## src/rtl/pipe_stall_ctrl.sv

```systemverilog
// Front-end pipeline controller. It owns the PC and the IF/ID register and
// responds to ID-stage hazard stalls and taken branches. It also keeps a
// saturating stall-cycle counter and a sticky watchdog flag for runaway stalls.
module pipe_stall_ctrl #(
    parameter logic [31:0] RESET_PC   = 32'h0000_0000,
    parameter bit          DELAY_SLOT = 1'b0,
    parameter int          CNT_W      = 16,
    parameter int          MAX_STALL  = 4
) (
    input  logic             clk,
    input  logic             rst_n,
    input  logic             stallSignal,
    input  logic             brTaken,
    input  logic [31:0]      brTarget,
    input  logic [31:0]      instr_IF,
    input  logic             stat_clr,
    output logic [31:0]      pc,
    output logic [31:0]      instr_ID,
    output logic [31:0]      pcp4_ID,
    output logic             valid_ID,
    output logic             ctrl_zero_ID,
    output logic             pc_write,
    output logic [CNT_W-1:0] stall_cnt,
    output logic             stall_err
);

    // The run counter has to hold MAX_STALL+1, where it saturates.
    localparam int             RUN_W   = $clog2(MAX_STALL + 2);
    localparam logic [RUN_W-1:0] RUN_LIM = RUN_W'(MAX_STALL);
    localparam logic [RUN_W-1:0] RUN_MAX = RUN_W'(MAX_STALL + 1);

    logic [31:0]      pc_plus4;
    logic [31:0]      br_pc;
    logic             squash;
    logic [RUN_W-1:0] run_cnt;

    assign pc_plus4 = pc + 32'd4;
    assign br_pc    = {brTarget[31:2], 2'b00};

    // A taken branch squashes the wrong-path fetch unless the ISA has a delay slot.
    assign squash = brTaken & ~DELAY_SLOT;

    // A stall holds fetch, and a held or empty ID slot becomes a bubble downstream.
    assign pc_write     = ~stallSignal;
    assign ctrl_zero_ID = stallSignal | ~valid_ID;

    // PC register: stall holds it, a branch redirects it, otherwise it steps by 4.
    always_ff @(posedge clk or negedge rst_n) begin
        if (!rst_n) begin
            pc <= RESET_PC;
        // NOTE: state registers use non-blocking assignments, so every flop samples pre-edge values.
        end else if (!stallSignal) begin
            pc <= brTaken ? br_pc : pc_plus4;
        end
    end

    // IF/ID register: hold on stall, clear on squash, otherwise capture the fetch.
    always_ff @(posedge clk or negedge rst_n) begin
        if (!rst_n) begin
            instr_ID <= 32'h0;
            pcp4_ID  <= 32'h0;
            valid_ID <= 1'b0;
        end else if (!stallSignal) begin
            if (squash) begin
                instr_ID <= 32'h0;
                pcp4_ID  <= 32'h0;
                valid_ID <= 1'b0;
            end else begin
                instr_ID <= instr_IF;
                pcp4_ID  <= pc_plus4;
                valid_ID <= 1'b1;
            end
        end
    end

    // Total stall cycles, saturating at all-ones. A clear overrides the increment.
    always_ff @(posedge clk or negedge rst_n) begin
        if (!rst_n) begin
            stall_cnt <= '0;
        end else if (stat_clr) begin
            stall_cnt <= '0;
        end else if (stallSignal && (stall_cnt != '1)) begin
            stall_cnt <= stall_cnt + CNT_W'(1);
        end
    end

    // Length of the current stall run, saturating one above the legal limit.
    always_ff @(posedge clk or negedge rst_n) begin
        if (!rst_n) begin
            run_cnt <= '0;
        end else if (!stallSignal) begin
            run_cnt <= '0;
        end else if (run_cnt != RUN_MAX) begin
            run_cnt <= run_cnt + RUN_W'(1);
        end
    end

    // Sticky watchdog: sets on a stall that extends a run already at the limit.
    always_ff @(posedge clk or negedge rst_n) begin
        if (!rst_n) begin
            stall_err <= 1'b0;
        end else if (stat_clr) begin
            stall_err <= 1'b0;
        end else if (stallSignal && (run_cnt == RUN_LIM)) begin
            stall_err <= 1'b1;
        end
    end

endmodule

```

## config.mk

```make
export PLATFORM = sky130hd
export DESIGN_NAME = pipe_stall_ctrl
export DESIGN_NICKNAME = d
export VERILOG_FILES = /design/src/rtl/pipe_stall_ctrl.sv
export SDC_FILE = /design/constraint.sdc
export NUM_CORES = 1
export LEC_CHECK = 0
export ABC_AREA = 1
export ABC_CLOCK_PERIOD_IN_PS = 1900
export CORE_MARGIN = 2
export CORE_UTILIZATION = 35
export DETAILED_ROUTE_END_ITERATION = 8
export PLACE_DENSITY_LB_ADDON = 0.25
export SYNTH_ARGS = -nofsm -noshare
export SYNTH_HDL_FRONTEND = slang
export SYNTH_SLANG_ARGS = --single-unit
```

## constraint.sdc

```tcl
create_clock -name clk -period 1.9 [get_ports clk]
set_input_delay 0.57 -clock clk [delete_from_list [all_inputs] [get_ports clk]]
set_output_delay 0.57 -clock clk [all_outputs]
set_load 0.05 [all_outputs]
```

==> out/qor.txt, run 1 <==
status - completed
Die Height - 130.3 um
number of synthesized flops with an enable pin - 0
Syn Inst Count - 674
H-tree levels - 4
io pins - 185
area occupied by multi-input gates - 2422 sq um
CTS max path bufs - 2
vias in the first global route - 5092
Final setup viols - 0
# rows - 46
DIE WIDTH - 130.3 um
Root Buffer - clkbuf_16
n_diodes - 0
FF+latch count, synth - 114
antenna-violating nets left - 0
Initial Utilization - 35.51%
Vias per Instance - 4.801
initial antenna violation count - 0
total grt overflow - 0
Leakage Power - 4.260 nW
synth unique cells - 35
Hold Crit Class - in -> async
fillers - 1421
Setup TNS - 0 ns
Register Area - 2853 sq um
synthesized area per cell - 8.278 sq um
commonest non-fill, non-tap cell in the layout - nand2_1
CP Capture Type - flip-flop
net switching power - 2.655 mW
global-route wire length before repair - 26300 um
initial drt markers - 359
WS Path Type - reg -> reg
post-DP HPWL - 12100 um
Cell Count, Final, Fillers Out - 1103
worst slack, placed - 0.003617 ns
Seq/Total Area, Yosys - 51.13%
DR vias - 5296
Die ar. - 16970 sq um
largest net degree at the start of global routing - 61
worst r2r src - pc[2]
P per Cell Area - 982.6 nW/um^2
worst skew pair latency - 0.42 ns
Syn-to-layout area delta - 55.26%
CTS tree - done
layout cells sized above 1 - 22.10%
Net Sw Frac - 31.20%
Mapped Area - 5579 sq um
hold buffer count at cts - 0
fin crit period - 1.759 ns
Remaining DRCs - 0
Max VDD drop - 669.7 uV
Nets - 948
Max Fclk - 0.5684 GHz
Clock Power Share - 40.8%
Clock Skews - 0.007592 ns
IO Port Bufs - 180
WL final - 16410 um
post-route setup slack - 0.1405 ns
TritonCTS Buffers - 17
top post-synthesis cells by area - dfrtp_1, nand2_1, nand3_1
R2R setup slack - 0.14 ns
Post-synth top flop - dfrtp_1
Synth warnings - 0
Comb pwr share - 25.3%
CP Data Arrival Time - 2.11 ns
Placed Cells - 1068
clk sinks - 114
core outline area - 15710 sq um
Hold Fails Final Rpt - 0
TritonRoute pass-1 iters - 5
Worst Setup SP - pc[2]
CP Max Fanout - 4
fin crit share - 92.60%
all-layer global routing usage - 20.11%
Yosys top cell by area - dfrtp_1
Clock Pin Slew Worst Setup and Hold Paths - 0.06 ns
RSZ-0062 raised after global routing - no
routability cong. - 0.8752
CP Launch Type - flip-flop
Pint - 5.856 mW
Yosys top cell area share - 51.13%
max-cap viol count - 0
reg-to-reg endpoint - pcp4_ID[20]
sequential share of power - 33.9%
Worst Path Required - 2.25 ns
commonest non-fill, non-tap cells in the layout - nand2_1, dfrtp_1, buf_4
crit path to - pcp4_ID[20]
reg2reg path depth - 8
Final Slew Violations - 0
WL/cell - 14.88 um
ys async rst share - 100.0%
worst min path at each step:
| stage | slack, ns | to | depth (start not counted) | start |
|---|---|---|---|---|
| floorplan | 0.27 | instr_ID[0] | 0 | rst_n |
| global placement | 0.47 | pcp4_ID[5] | 2 | pcp4_ID[5] |
| detailed placement | 0.47 | pcp4_ID[5] | 2 | pcp4_ID[5] |
| CTS | 0.04 | stall_cnt[11] | 1 | rst_n |
| global route | 0.05 | stall_cnt[11] | 1 | rst_n |
| finish | 0.04 | stall_cnt[11] | 1 | rst_n |
Yosys cell counts (7+ instances only):
cell type	instances
nand4_1	11
nand3_1	58
xor2_1	9
clkbuf_1	11
a22o_1	32
nor2_2	7
nand2_1	224
a22oi_1	15
inv_1	46
dfrtp_1	114
o21ai_0	28
nor2_1	54
power by group through the flow:
stage               Clock, mW  Combinational (mW)  Sequential, mW
CTS                      3.52                2.17            2.88
global placement            0                2.15            2.92
global route             3.62                2.30            2.92
detailed placement          0                2.17            2.92
floorplan                   0               0.454            3.59
finish                   3.47                2.16            2.88
area by class of cell:
class                      count  share of cell area [%]
sequential                   114                   32.93
tap                          216                   3.120
clock buffer                  23                   5.749
inverter                      49                   2.123
multi-input combinational    484                   27.96
clock inverter                 9                   1.733
timing repair buffer         208                   26.38
per-stage QoR:
stage	total power, mW	utilization, %	cell area, sq um	hold slack, ns
floorplan	4.049	-	5589	0.2744
global placement	5.063	50.83	7986	0.4672
detailed placement	5.086	50.83	7986	0.4717
CTS	8.572	54.95	8635	0.04025
global route	8.840	55.13	8662	0.05368
finish	8.512	55.13	8662	0.04004
registers in the layout (all words and copies together) (netlist names):
name       flops
instr_ID      32
pc            30
pcp4_ID       31
run_cnt        3
stall_cnt     16
stall_err      1
valid_ID       1
critical path, cell delays in order, from the launching register on:
cell      delay, ns
dfrtp_1        0.43
ha_1           0.22
nand3_1        0.17
inv_1          0.14
nand3b_1       0.15
nor2_1         0.20
xor2_1         0.20
nand2_1        0.11
nand2_1        0.07
timing repair:
item | in CTS | in global routing
resized for setup | 0 | 1
buffers inserted | 0 | 3
setup endpoints to repair | 0 | 11
logic make-up (layout without fill, tap and decap cells):
| group | Yosys count | after routing | synth area share (%) |
|---|---|---|---|
| and+or+nand+nor | 373 | 373 | 28.41 |
| DFF | 114 | 114 | 51.13 |
| AOI/OAI and AO/OA | 93 | 93 | 11.75 |
| buffers and inverters | 77 | 289 | 5.786 |
| xor gates and xnor gates | 11 | 11 | 1.727 |
| adders and majority gates | 5 | 5 | 1.121 |
| other | 1 | 2 | 0.06722 |
per-layer routing:
metal / GRT usage [%] / routed length (um)
met3: 5.904 / 961
met4: 6.452 / 267
met5: 0 / 0
met1: 25.76 / 7215
met2: 32.89 / 7967
No activity file was read; power rests on OpenSTA's default activity.
==> run 2, diff against run 1 <==
--- a/config.mk
+++ b/config.mk
@@ -6,11 +6,12 @@
 export NUM_CORES = 1
 export LEC_CHECK = 0
 export ABC_AREA = 1
-export ABC_CLOCK_PERIOD_IN_PS = 1900
 export CORE_MARGIN = 2
 export CORE_UTILIZATION = 35
 export DETAILED_ROUTE_END_ITERATION = 8
+export GPL_ROUTABILITY_DRIVEN = 0
 export PLACE_DENSITY_LB_ADDON = 0.25
+export SKIP_CTS_REPAIR_TIMING = 1
 export SYNTH_ARGS = -nofsm -noshare
 export SYNTH_HDL_FRONTEND = slang
 export SYNTH_SLANG_ARGS = --single-unit
==> results of run 2 <==
Same layout as run 1: the final DEF is identical, and so are final timing and power.
